--- src/rtl/latch_tx_pkg.sv ---
// Shared definitions for the latch strobe transmitter: state encoding,
// default timing constants and a small sizing helper.
package latch_tx_pkg;

    typedef enum logic [1:0] {
        StIdle  = 2'd0,
        StSetup = 2'd1,
        StGate  = 2'd2,
        StHold  = 2'd3
    } state_e;

    localparam int unsigned DefWidth    = 8;
    localparam int unsigned DefSetupCyc = 2;
    localparam int unsigned DefGateCyc  = 3;
    localparam int unsigned DefHoldCyc  = 1;

    function automatic int unsigned max3(input int unsigned a, input int unsigned b,
                                         input int unsigned c);
        int unsigned m;
        m = (a > b) ? a : b;
        return (m > c) ? m : c;
    endfunction

endpackage

--- src/rtl/phase_timer.sv ---
// Loadable down-counter with a zero flag; times each transfer phase.
module phase_timer #(
    parameter int unsigned CntW = 2
) (
    input  logic            clk,
    input  logic            rst,
    input  logic            load_i,
    input  logic [CntW-1:0] load_val_i,
    output logic            zero_o
);

    logic [CntW-1:0] cnt_q, cnt_d;

    always_comb begin
        cnt_d = cnt_q;
        if (load_i) begin
            cnt_d = load_val_i;
        end else if (cnt_q != '0) begin
            cnt_d = cnt_q - CntW'(1);
        end
    end

    always_ff @(posedge clk or posedge rst) begin
        if (rst) begin
            cnt_q <= '0;
        end else begin
            cnt_q <= cnt_d;
        end
    end

    assign zero_o = (cnt_q == '0);

endmodule

--- src/rtl/latch_strobe_tx.sv ---
// Drives a data bus and a gate strobe for downstream level-sensitive latches,
// sequencing setup, transparent window and hold for each accepted word.
module latch_strobe_tx
    import latch_tx_pkg::*;
#(
    parameter int unsigned WIDTH     = DefWidth,
    parameter int unsigned SETUP_CYC = DefSetupCyc,
    parameter int unsigned GATE_CYC  = DefGateCyc,
    parameter int unsigned HOLD_CYC  = DefHoldCyc
) (
    input  logic             clk,
    input  logic             rst,
    input  logic             in_valid,
    input  logic [WIDTH-1:0] in_data,
    output logic             in_ready,
    output logic [WIDTH-1:0] out_data,
    output logic             gate,
    output logic             busy,
    output logic             done,
    output logic [15:0]      xfer_cnt
);

    localparam int unsigned MaxCyc = max3(SETUP_CYC, GATE_CYC, HOLD_CYC);
    localparam int unsigned CntW   = $clog2(MaxCyc + 1);

    // Timer is loaded with N-1 so a phase spans exactly N cycles.
    localparam logic [CntW-1:0] SetupLd = CntW'(SETUP_CYC - 1);
    localparam logic [CntW-1:0] GateLd  = CntW'(GATE_CYC - 1);
    localparam logic [CntW-1:0] HoldLd  = CntW'(HOLD_CYC - 1);

    state_e           state_q, state_d;
    logic [WIDTH-1:0] out_data_q, out_data_d;
    logic [15:0]      xfer_cnt_q, xfer_cnt_d;
    logic             gate_q, gate_d;
    logic             done_q, done_d;
    logic             tmr_load;
    logic [CntW-1:0]  tmr_load_val;
    logic             tmr_zero;

    phase_timer #(
        .CntW(CntW)
    ) u_phase_timer (
        .clk       (clk),
        .rst       (rst),
        .load_i    (tmr_load),
        .load_val_i(tmr_load_val),
        .zero_o    (tmr_zero)
    );

    always_comb begin
        state_d      = state_q;
        out_data_d   = out_data_q;
        xfer_cnt_d   = xfer_cnt_q;
        done_d       = 1'b0;
        tmr_load     = 1'b0;
        tmr_load_val = '0;
        unique case (state_q)
            StIdle: begin
                if (in_valid) begin
                    state_d      = StSetup;
                    out_data_d   = in_data;
                    tmr_load     = 1'b1;
                    tmr_load_val = SetupLd;
                end
            end
            StSetup: begin
                if (tmr_zero) begin
                    state_d      = StGate;
                    tmr_load     = 1'b1;
                    tmr_load_val = GateLd;
                end
            end
            StGate: begin
                if (tmr_zero) begin
                    state_d      = StHold;
                    tmr_load     = 1'b1;
                    tmr_load_val = HoldLd;
                end
            end
            StHold: begin
                if (tmr_zero) begin
                    state_d    = StIdle;
                    done_d     = 1'b1;
                    xfer_cnt_d = xfer_cnt_q + 16'd1;
                end
            end
        endcase
        // Gate is registered from the next state so it toggles on the phase edge itself.
        gate_d = (state_d == StGate);
    end

    always_ff @(posedge clk or posedge rst) begin
        if (rst) begin
            state_q    <= StIdle;
            out_data_q <= '0;
            xfer_cnt_q <= '0;
            gate_q     <= 1'b0;
            done_q     <= 1'b0;
        end else begin
            state_q    <= state_d;
            out_data_q <= out_data_d;
            xfer_cnt_q <= xfer_cnt_d;
            gate_q     <= gate_d;
            done_q     <= done_d;
        end
    end

    assign in_ready = (state_q == StIdle);
    assign busy     = (state_q != StIdle);
    assign out_data = out_data_q;
    assign gate     = gate_q;
    assign done     = done_q;
    assign xfer_cnt = xfer_cnt_q;

endmodule
--- config.mk ---
export PLATFORM = sky130hd
export DESIGN_NAME = latch_strobe_tx
export DESIGN_NICKNAME = d
export VERILOG_FILES = /design/src/rtl/latch_tx_pkg.sv /design/src/rtl/phase_timer.sv /design/src/rtl/latch_strobe_tx.sv
export SDC_FILE = /design/constraint.sdc
export NUM_CORES = 1
export LEC_CHECK = 0
export ABC_AREA = 1
export CORE_MARGIN = 4
export CORE_UTILIZATION = 30
export DETAILED_ROUTE_END_ITERATION = 6
export GPL_TIMING_DRIVEN = 0
export MAX_ROUTING_LAYER = met4
export PLACE_DENSITY_LB_ADDON = 0.25
export SLEW_MARGIN = 5
export SYNTH_ARGS = -nofsm -noshare
export SYNTH_HDL_FRONTEND = slang
export SYNTH_SLANG_ARGS = --single-unit
--- constraint.sdc ---
create_clock -name clk -period 2.5 [get_ports clk]
set_input_delay 0.375 -clock clk [delete_from_list [all_inputs] [get_ports clk]]
set_output_delay 0.375 -clock clk [all_outputs]
set_load 0.005 [all_outputs]
[Word level (Yosys, flattened, before mapping)]
Cells that the tools add are included.
Widths: inputs -> output; s select.
Operators by class
  eq/ne operators: 4
  mux-type cells: 14
  reduce and logical (&&, ||, !) cells: 8
  add/sub/neg operators: 2
Operators with widths (number)
  $add 16x1->16 const B: 1
  $mux 2: 7
  $pmux 2 s4: 1
  $eq 2x2->1 const B: 3
  $reduce_bool 2->1: 3
  $logic_not 2->1: 2
  $mux 1: 4
  $pmux 2 s2: 1
  $reduce_and 2->1: 2
  $eq 2x1->1 const B: 1
  $pmux 1 s2: 1
  $reduce_or 2->1: 1
  $sub 2x1->2 const B: 1
Storage, ports and cells
  register bits after elaboration: 30

[Depth between registers and ports, before layout]
Gate-level depths: netlist of the first run.
  depth after elaboration: 4
  depth in mapped cells: 10
  depth with buffers taken out: 9

[Hierarchy]
From an unflattened synthesis of the first run, not the netlist that was laid out.
Unflattened totals
  cell total of the unflattened synthesis: 181
  area total of the unflattened synthesis: 1510.2 µm²
By module, submodules not included
  latch_strobe_tx: sequential area each 700.7 µm², area each 1387.6 µm², cells each 164, instances 1
  phase_timer: sequential area each 50.0 µm², area each 122.6 µm², cells each 17, instances 1

[Least setup slack after synthesis of the first run]
OpenSTA, ideal clock, no wires.
  path type: register to register
  start: register state_q[1]
  end: register out_data_q[0], in the netlist out_data[0]
  cell stages (with the launch flop): 5
  arrival: 1.231 ns
  slack: 1.144 ns
  period minus slack after synthesis: 1.356 ns
  path buffers: 0
  cells stage by stage: dfrtp_1 -> inv_1 -> ha_1 -> nand2_2 -> mux2_2
Between the ends
  word-level cells in the longest chain between the ends: 2
Ends and longest elaborated chain
  start: declaration: RTL line latch_strobe_tx.sv:31  | state_e state_q, state_d;
  start signal: assignment: RTL line latch_strobe_tx.sv:94  | state_q <= StIdle;
  start signal: assignment: RTL line latch_strobe_tx.sv:100  | state_q <= state_d;
  $logic_not 2->1
  named net in_ready: RTL line latch_strobe_tx.sv:15  | output logic in_ready,
  $reduce_and 2->1 (no line)
  end signal: assignment: RTL line latch_strobe_tx.sv:101  | out_data_q <= out_data_d;
  end: declaration: RTL line latch_strobe_tx.sv:32  | logic [WIDTH-1:0] out_data_q, out_data_d;
The timed path passes the listed nets, and every way through them passes these cells.
A chain may end at the register's enable or synchronous reset.

[Worst setup path in the final report of the first run]
  start: register state_q[1]
  end: output busy
Between the ends
  word-level cells in the longest chain between the ends: 1
Ends and longest elaborated chain
  $reduce_bool 2->1: RTL line latch_strobe_tx.sv:109  | assign busy = (state_q != StIdle);
  end: declaration: RTL line latch_strobe_tx.sv:18  | output logic busy,
Every way passes these cells.

==> results of run 1 <==
worst paths after layout:
kind / startpoint / to / slack, ns
setup / recovery: state_q[1]$_DFF_PP0_ / busy / 0.50
setup reg to reg: state_q[1]$_DFF_PP0_ / out_data[4]$_DFFE_PP0P_ / 1.01
hold / removal: xfer_cnt[15]$_DFFE_PP0P_ / xfer_cnt[15]$_DFFE_PP0P_ / 0.50
min in group asynchronous: rst / out_data[7]$_DFFE_PP0P_ / 0.53
hold reg to reg: xfer_cnt[15]$_DFFE_PP0P_ / xfer_cnt[15]$_DFFE_PP0P_ / 0.50
max in group asynchronous: rst / state_q[1]$_DFF_PP0_ / 1.48
cell type report:
type                    count  area share, %
inverters                  27           4.73
multi-input cells         125           34.5
plain buffers               1          0.350
clock buffers               7           3.56
flip-flops and latches     30           35.0
repair buffers             38           17.7
well taps                  70           4.09
worst reg2reg max path: cells and delay by family (launching register included):
| family | cells | cell delay, ns |
|---|---|---|
| adder cells (fa/ha/maj) | 1 | 0.23 |
| flip-flops | 1 | 0.46 |
| buffers and inverters | 1 | 0.12 |
| AND/OR/NAND/NOR | 1 | 0.21 |
| multiplexers | 1 | 0.37 |
power by group through the flow:
stage	registers (uW)	clock network (uW)	logic, uW
finish	710	365	746
global route	732	408	842
CTS	712	379	760
detailed placement	719	0	755
global placement	717	0	751
floorplan	713	0	418
layout by cell type (no fill, tap or decap), drive strengths merged, types with 2 or more instances in the layout:
cell type | netlist | layout
inv | 27 | 26
xor2 | 2 | 2
nand3 | 13 | 13
clkdlybuf4s50 | 0 | 38
clkbuf | 0 | 7
nand2 | 57 | 57
mux2 | 8 | 8
o21ai | 6 | 6
xnor2 | 5 | 5
nor2 | 19 | 19
nand4 | 3 | 3
dfrtp | 30 | 30
ha | 8 | 8
through the flow:
| stage | hold slack (ns) | setup slack, ns |
|---|---|---|
| 5_1_grt | 0.518 | 0.411 |
| 6_report | 0.500 | 0.496 |
| 3_5_place_dp | 0.494 | 0.676 |
| 3_3_place_gp | 0.477 | 0.658 |
| 2_1_floorplan | 0.465 | 1.14 |
| 4_1_cts | 0.509 | 0.467 |
layer usage:
layer / global-route usage [%] / share of wire [%] / up-vias
met5: - / 0 / -
met4: 4.56 / 2.0 / 0
met3: 3.66 / 5.6 / 6
met2: 16.5 / 42 / 31
met1: 14.8 / 50 / 561
li1: - / - / 652
state kept, by name, indices dropped and copies added (netlist names):
name,cells
gate,1
u_phase_timer.cnt_q,2
state_q,2
out_data,8
xfer_cnt,16
done,1
cells by family (layout without fill, tap and decap cells):
group | count (synthesis) | after routing | share of synthesized area, %
simple gates | 94 | 94 | 27.9
flops | 30 | 30 | 46.9
buf+inv | 28 | 73 | 6.81
fa+ha+maj | 8 | 8 | 6.26
compound gates | 8 | 8 | 2.58
mux | 8 | 8 | 5.63
xor+xnor | 7 | 7 | 3.83
==> summary.txt, run 1 <==
Status
  – Status: complete, no violations

Clock tree
  – Clock-pin slew on the worst setup and hold paths: 0.06 ns
  – Hold buffers post-CTS: 0
  – Setup bufs post-CTS: 0
  – Clock root cell: clkbuf_8
  – H-tree depth reported by CTS: 2
  – CTS tree: built
  – CTS resizes: 0
  – Total CTS buffers: 5
  – Clock sink total: 30
  – Worst-skew pair later-pin latency: 0.28 ns
  – Worst-case clock buffer depth: 2

Detailed routing
  – Routed WL: 3130 um
  – WL per Instance: 10.5 um
  – Vias per std cell: 4.19
  – Final ANT Viol Nets: 0
  – # DRC: 0
  – First-iteration detailed-routing DRC count: 42
  – 1st-pass router iterations: 4
  – Via count: 1250

Pwr
  – Worst vdd ir: 0.000393 V
  – Pwr Density: 850 mW/mm^2
  – Clock share of power: 20.0%
  – Net switching power: 598 uW
  – Leakage: 0.00101 uW
  – Total power: 1820 uW
  – Sequential power share: 39.0%
  – Combinational share of power: 40.9%
  – Internal power: 1220 uW
  – Switching part of the total power: 32.8%

Finish
  – Final nets: 247
  – Final Non-Filler Cells: 298
  – Final Cell Area: 0.00214 sq mm
  – Area of the multi-input gates: 739 sq um
  – Layout cell share with drive strength beyond 1: 12.3%
  – Number of diodes: 0
  – Fill count: 548
  – Core Util, Final: 41.7%
  – Sequential Area: 751 sq um
  – Area delta synth->final: 34.0%

Flow run
  – Max-cap violations: 0

Placement
  – Dpl cell area: 0.00207 sq mm
  – Dpl hpwl: 2380 um
  – Cells after DPL: 291
  – PortBufs: 38
  – Final RePlAce weighted congestion: 0.785

Global routing
  – Initial antenna violation count: 0
  – Largest net degree at the start of global routing: 31
  – Tot GR Track Use: 11.4%
  – Overflow after GRT: 0
  – Vias in the first global route: 1261
  – First-pass GRT wire length: 5600 um

Floorplanning
  – Die area: 0.00656 sq mm
  – Initial core utilization: 31.1%
  – Die Y: 81.0 um
  – I/O Pins: 39
  – Number of cell rows: 26
  – Core Box Area: 0.00514 sq mm
  – Die X: 81.0 um

Yosys
  – Cell taking the most area after synthesis: dfrtp_1
  – Commonest cells in the synthesized netlist: 51 x nand2_1, 30 x dfrtp_1, 27 x inv_1
  – Cell area after synthesis: 0.00160 sq mm
  – Ys flop type: dfrtp_1
  – Sequential share of the synthesized area: 46.9%
  – Top post-synthesis cells by area: dfrtp_1 47%, nand2_1 12%, inv_1 6.3%
  – Number of synthesized flops with an enable pin: 0
  – Synth warn: 0
  – Share of the synthesized area in the top cell type: 46.9%
  – Syn Nets: 202
  – Most common cell in the netlist: nand2_1
  – FFs w/ async S/R, synth: 100%
  – Post-Synthesis Cells: 183
  – #FFs+latches synth: 30
  – Yosys cell types: 22
  – Average size of a mapped cell: 8.74 sq um

Worst setup path
  – WS Path Type: flip-flop to primary output
  – Worst path slowest cell: clkdlybuf4s50_1
  – Crit path DAT: 1.63 ns
  – Critical Path Sink Type: primary output
  – Crit path depth: 4
  – Req. time, crit path: 2.12 ns
  – CP Cell Sequence: inv_1 > ha_1 > inv_1 > clkdlybuf4s50_1
  – CP peak stage delay: 0.49 ns
  – Worst setup SP type: flip-flop
  – Largest delay share family, worst path: buffers and inverters
  – CP bufs+invs: 3
  – Most Frequent Cell on Critical Path: inv_1
  – Worst reg-to-reg path cell count: 4
  – Crit path max fanout: 7

Worst hold path
  – WHS Path Cells: 2
  – Worst Hold Class: flip-flop to flip-flop

Timing
  – Pins Over Slew Limit: 0
  – Setup violators final: 0
  – Post-layout min period: 2.00 ns
  – Clk_skew: 0.00699 ns
  – Maximum clock frequency: 499 MHz
  – RSZ-0062 raised after global routing: no
  – Worst-margin pin slew: 1.06 ns
  – Final hold vios: 0
  – Slew Limit Headroom: 28.7%
  – Setup TNS: 0 ns
  – Tcrit/Tclk final: 80.2%
No activity file was read; power rests on OpenSTA's default activity.
==> inputs of run 2 (changes only) <==
==> constraint.sdc (replaced) <==
create_clock -name clk -period 1.7 [get_ports clk]
set_input_delay 0.255 -clock clk [delete_from_list [all_inputs] [get_ports clk]]
set_output_delay 0.255 -clock clk [all_outputs]
set_load 0.005 [all_outputs]
==> run 2 against run 1 <==
  * Core utilization grew 1.1 points
  * Clock skew is essentially flat
  * Clock power grew 47%
  * Wire length grew 2.0%
  * Critical path type unchanged
  * Critical endpoint is now xfer_cnt[5]
  * Highest routed layer unchanged
==> summary.txt, run 2 (same netlist as run 1, synthesis figures left out) <==
Status
  – Status: complete, no violations

Placement
  – Final RePlAce weighted congestion: 0.785 (unchanged)
  – PortBufs: 38 (unchanged)
  – Place WS: -0.00394 ns (-0.680 ns)
  – Dpl hpwl: 2380 um (unchanged)

Finish
  – Max FFs per register: 16 (unchanged)
  – Area of the multi-input gates: 752 sq um (+1.7%)
  – Number of diodes: 0 (unchanged)
  – Area delta synth->final: 37.6%
  – Fill count: 548 (unchanged)
  – Sequential Area: 752 sq um (+0.17%)
  – Most frequent cells in the layout: 51 x nand2_1, 36 x clkdlybuf4s50_1, 29 x dfrtp_1
  – Layout cell share with drive strength beyond 1: 15.9% (+3.6 points)
  – Core Util, Final: 42.8% (+1.1 points)
  – Final nets: 252 (+2.0%)
  – Commonest non-fill, non-tap cell in the layout: nand2_1

Flow run
  – Max-cap violations: 0 (unchanged)

Timing
  – RSZ-0062 raised after global routing: no
  – Final hold vios: 0 (unchanged)
  – Post-layout min period: 1.51 ns
  – Maximum clock frequency: 662 MHz
  – Final worst setup slack: 0.189 ns (-0.306 ns)
  – Tcrit/Tclk final: 88.9%
  – Pins Over Slew Limit: 0 (unchanged)
  – Slew Limit Headroom: 28.7% (about the same)
  – WHS: 0.406 ns (-0.0948 ns)
  – Clk_skew: 0.00712 ns (+0.000123 ns)
  – Setup violators final: 0 (unchanged)
  – Worst-margin pin slew: 1.06 ns (-0.000410 ns)

Floorplanning
  – Core Box Area: 0.00514 sq mm (unchanged)
  – Die X: 81.0 um (unchanged)
  – Initial core utilization: 31.1% (unchanged)
  – Die area: 0.00656 sq mm (unchanged)
  – I/O Pins: 39 (unchanged)
  – Die Y: 81.0 um (unchanged)
  – Number of cell rows: 26 (unchanged)

Global routing
  – Vias in the first global route: 1280 (+1.5%)
  – First-pass GRT wire length: 5690 um (+1.6%)
  – Tot GR Track Use: 11.6% (+0.17 points)
  – Overflow after GRT: 0 (unchanged)
  – Initial antenna violation count: 0 (unchanged)
  – Largest net degree at the start of global routing: 31 (unchanged)

Clock tree
  – Worst-skew pair later-pin latency: 0.28 ns (about the same)
  – H-tree depth reported by CTS: 2 (unchanged)
  – Clock-pin slew on the worst setup and hold paths: 0.06 ns (about the same)
  – CTS tree: built
  – Clock root cell: clkbuf_8
  – Total CTS buffers: 5 (unchanged)
  – Worst-case clock buffer depth: 2 (unchanged)
  – Clock sink total: 30 (unchanged)

Worst setup path
  – Req. time, crit path: 1.44 ns (-0.68 ns)
  – Crit path depth: 1 (-3)
  – CP bufs+invs: 1 (-2)
  – Critical Path Sink Type: primary output
  – Largest delay share family, worst path: buffers and inverters
  – CP peak stage delay: 0.54 ns (+0.05 ns)
  – CP Cell Sequence: clkdlybuf4s50_1
  – Worst path slowest cell: clkdlybuf4s50_1
  – Worst reg-to-reg path cell count: 9 (+5)
  – WS Path Type: flip-flop to primary output
  – Crit path DAT: 1.26 ns (-0.37 ns)
  – Worst setup SP type: flip-flop
  – Crit path max fanout: 5 (-2)

Pwr
  – Worst vdd ir: 0.000578 V (+47%)
  – Pwr Density: 1260 mW/mm^2 (+49%)
  – Leakage: 0.00105 uW (+4.0%)

Detailed routing
  – Vias per std cell: 4.19 (about the same)
  – Routed WL: 3190 um (+2.0%)
  – Final ANT Viol Nets: 0 (unchanged)
  – 1st-pass router iterations: 4 (unchanged)
  – First-iteration detailed-routing DRC count: 37 (-12%)
  – Via count: 1270 (+1.6%)
  – WL per Instance: 10.5 um (+0.27%)
  – # DRC: 0 (unchanged)

Worst hold path
  – Worst Hold Class: primary input to asynchronous set/reset pin
[run 2: cell types whose count changed in the layout (fill, tap and decap cells not counted)]
cell	previous run	this run
ha_1	8	7
dlymetal6s2s_1	0	2
inv_2	0	2
clkdlybuf4s50_1	38	36
ha_4	0	1
inv_1	26	24
buf_4	1	6
dfrtp_2	0	1
dfrtp_1	30	29
[run 2: final timing paths]
check,slack [ns],endpoint,startpoint
worst max register to register,0.22,xfer_cnt[15]$_DFFE_PP0P_,state_q[1]$_DFF_PP0_
worst max-delay path,0.19,xfer_cnt[5],xfer_cnt[5]$_DFFE_PP0P_
worst min-delay path,0.41,out_data[7]$_DFFE_PP0P_,rst
min in group clk,0.50,xfer_cnt[15]$_DFFE_PP0P_,xfer_cnt[15]$_DFFE_PP0P_
worst min register to register,0.50,xfer_cnt[15]$_DFFE_PP0P_,xfer_cnt[15]$_DFFE_PP0P_
max in group asynchronous,0.75,state_q[1]$_DFF_PP0_,rst
[run 2: worst reg2reg max path, stage by stage (launching register included)]
cell,delay (ns)
dfrtp_2,0.37
buf_4,0.14
ha_1,0.27
nand2_4,0.12
nor2_4,0.15
nand2_2,0.07
nor2_2,0.11
nand2_1,0.06
nand2_1,0.06
nand2_1,0.04
[run 2: metal layers]
layer	global-route usage [%]	wire, um
met2	17.0	1360
met3	3.77	189
met4	4.56	63
met5	-	0
met1	14.8	1570
[run 2: through the flow]
step           TNS (ns)  total power [uW]  instances  cell area, sq um
3_3_place_gp     -0.598              2160        291              2070
6_report              0              2780        303              2200
2_1_floorplan         0              1660        183              1600
3_5_place_dp    -0.0681              2170        291              2070
4_1_cts               0              2790        300              2170
5_1_grt               0              3020        303              2200
[run 2: final cells by class]
type | count | area share, %
sequential | 30 | 34.2
multi-input combinational | 125 | 34.2
timing repair buffer | 43 | 19.2
inverter | 27 | 4.61
tap | 70 | 3.98
clock buffer | 7 | 3.47
buffer | 1 | 0.341
[run 2: repair_timing]
item                                    CTS  global route
endpoints found under the hold margin     0             0
gates resized for setup                   5             2
buffers inserted                          2             3
hold buffers                              0             0
endpoints found under the setup margin    2             2
pin swaps                                 1             0
[run 2: power breakdown]
group / total, uW / internal, uW / switching (uW) / leakage [uW]
Sequential: 1030 / 909 / 124 / 0.000388
Clock: 536 / 281 / 255 / 0.0000383
Combinational: 1210 / 682 / 530 / 0.000624
Total: 2780 / 1870 / 908 / 0.00105
==> inputs of run 3 (changes only) <==
--- a/config.mk
+++ b/config.mk
@@ -6,7 +6,7 @@
 export NUM_CORES = 1
 export LEC_CHECK = 0
 export ABC_AREA = 1
-export CORE_MARGIN = 4
+export CORE_MARGIN = 3
 export CORE_UTILIZATION = 30
 export DETAILED_ROUTE_END_ITERATION = 6
 export GPL_TIMING_DRIVEN = 0
==> run 3 against run 2 <==
  * Via count grew 2.1%
  * Largest cell class unchanged
  * Worst hold slack gained 0.0088 ns
  * Register-to-register slack is essentially flat
  * Combinational power shrank 4%
  * Critical path depth is the same
  * Wire length shrank 0.31%
  * Final area shrank 0.11%
  * Worst setup slack gained 0.0090 ns
  * Power grew 4.0%
==> summary.txt, run 3 (same netlist as run 1, synthesis figures left out) <==
Pwr
  – Worst vdd ir: 0.000617 V (+6.7%)
  – Leakage: 0.00104 uW (-0.52%)
  – Pwr Density: 1320 mW/mm^2 (+4.1%)

Timing
  – Final worst setup slack: 0.198 ns (+0.00901 ns)
  – Clk_skew: 0.00335 ns (-0.00377 ns)
  – Tcrit/Tclk final: 88.3% (-0.53 points)
  – Worst-margin pin slew: 1.07 ns (+0.00866 ns)
  – Maximum clock frequency: 666 MHz (+0.60%)
  – Slew Limit Headroom: 28.1% (-0.58 points)
  – RSZ-0062 raised after global routing: no
  – Setup TNS: 0 ns (unchanged)
  – Final hold vios: 0 (unchanged)
  – Pins Over Slew Limit: 0 (unchanged)
  – Setup violators final: 0 (unchanged)
  – Post-layout min period: 1.50 ns (-0.00901 ns)

Placement
  – Place WS: 0.00124 ns (+0.00518 ns)
  – PortBufs: 38 (unchanged)
  – Final RePlAce weighted congestion: 0.754 (-4.0%)
  – Dpl hpwl: 2400 um (+0.86%)
  – Cells after DPL: 288 (-1.0%)

Detailed routing
  – # DRC: 0 (unchanged)
  – Vias per std cell: 4.34 (+3.5%)
  – WL per Instance: 10.6 um (+1.0%)
  – 1st-pass router iterations: 4 (unchanged)
  – First-iteration detailed-routing DRC count: 42 (+14%)
  – Final ANT Viol Nets: 0 (unchanged)
  – Routed WL: 3180 um (-0.31%)
  – Via count: 1297 (+2.1%)

Worst setup path
  – CP peak stage delay: 0.54 ns (about the same)
  – Crit path DAT: 1.25 ns (about the same)
  – Critical Path Sink Type: primary output
  – Worst path slowest cell: clkdlybuf4s50_1
  – Largest delay share family, worst path: buffers and inverters
  – WS Path Type: flip-flop to primary output
  – Reg2Reg Launch Point: state_q[1]$_DFF_PP0_
  – CP Cell Sequence: clkdlybuf4s50_1
  – Setup crit start: xfer_cnt[5]$_DFFE_PP0P_
  – Worst setup SP type: flip-flop
  – CP bufs+invs: 1 (unchanged)
  – Crit path max fanout: 5 (unchanged)
  – Req. time, crit path: 1.44 ns (about the same)

Clock tree
  – Hold buffers post-CTS: 0 (unchanged)
  – Worst-skew pair later-pin latency: 0.28 ns (about the same)
  – Clock sink total: 30 (unchanged)
  – Clock root cell: clkbuf_8
  – H-tree depth reported by CTS: 2 (unchanged)
  – CTS tree: built
  – Total CTS buffers: 5 (unchanged)
  – Worst-case clock buffer depth: 2 (unchanged)
  – Clock-pin slew on the worst setup and hold paths: 0.07 ns (about the same)

Worst hold path
  – Worst Hold Class: primary input to asynchronous set/reset pin

Global routing
  – Overflow after GRT: 0 (unchanged)
  – Initial antenna violation count: 0 (unchanged)
  – First-pass GRT wire length: 5660 um (-0.37%)
  – Vias in the first global route: 1214 (-5.2%)
  – Tot GR Track Use: 11.8% (+0.25 points)
  – Largest net degree at the start of global routing: 31 (unchanged)

Floorplanning
  – Number of cell rows: 25 (-3.8%)
  – Initial core utilization: 32.4% (+1.2 points)
  – Die X: 79.0 um (-2.5%)
  – Die area: 0.00624 sq mm (-4.9%)
  – Die Y: 79.0 um (-2.5%)
  – I/O Pins: 39 (unchanged)
  – Core Box Area: 0.00494 sq mm (-3.8%)

Finish
  – Final Non-Filler Cells: 299 (-1.3%)
  – Most frequent cells in the layout: 51 x nand2_1, 36 x clkdlybuf4s50_1, 29 x dfrtp_1
  – Max FFs per register: 16 (unchanged)
  – Final nets: 250 (-0.79%)
  – Area delta synth->final: 37.4%
  – Commonest non-fill, non-tap cell in the layout: nand2_1
  – Number of diodes: 0 (unchanged)
  – Layout cell share with drive strength beyond 1: 15.5% (-0.36 points)

Flow run
  – Max-cap violations: 0 (unchanged)

Status
  – Status: complete, no violations
[run 3: per-layer routing]
layer | track usage [%] | vias up | part of all wire [%]
met4 | 4.12 | 0 | 1.8
met1 | 16.0 | 603 | 50
met2 | 16.9 | 28 | 44
met3 | 3.51 | 5 | 4.0
met5 | - | - | 0
li1 | - | 661 | -
[run 3: metrics by stage]
stage               utilization, %  hold slack [ns]  cell area (sq um)  power (uW)
floorplan                        -            0.346               1600        1660
global placement              41.7            0.478               2060        2150
detailed placement            41.7            0.495               2060        2170
CTS                           44.4            0.507               2190        2940
global route                  44.5            0.505               2200        3120
finish                        44.5            0.415               2200        2890
[run 3: area by class of cell]
type                    instances  area, sq um
plain buffers                   1         7.51
clock buffers                   7         76.3
well taps                      67         83.8
multi-input cells             125          742
inverters                      27          101
flip-flops and latches         30          752
repair buffers                 41          404
fillers                       528         2750
clock inverters                 1         30.0
[run 3: final timing paths]
path	end	slack, ns	depth (start not counted)
setup / recovery	xfer_cnt[5]	0.20	1
hold / removal	out_data[4]$_DFFE_PP0P_	0.41	2
setup reg to reg	xfer_cnt[14]$_DFFE_PP0P_	0.23	7
hold reg to reg	xfer_cnt[15]$_DFFE_PP0P_	0.51	2
max in group asynchronous	state_q[1]$_DFF_PP0_	0.74	2
min in group clk	xfer_cnt[15]$_DFFE_PP0P_	0.51	2
[run 3: power by group]
group	switching [uW]	internal, uW	total, uW
Combinational	520	641	1160
Clock	267	438	705
Sequential	116	909	1020
[run 3: what timing repair did]
item                                    in CTS  in global routing
cloned                                       0                  0
endpoints found under the setup margin       2                  1
gates resized for setup                      5                  1
setup buffers                                3                  0
pin swaps                                    1                  0
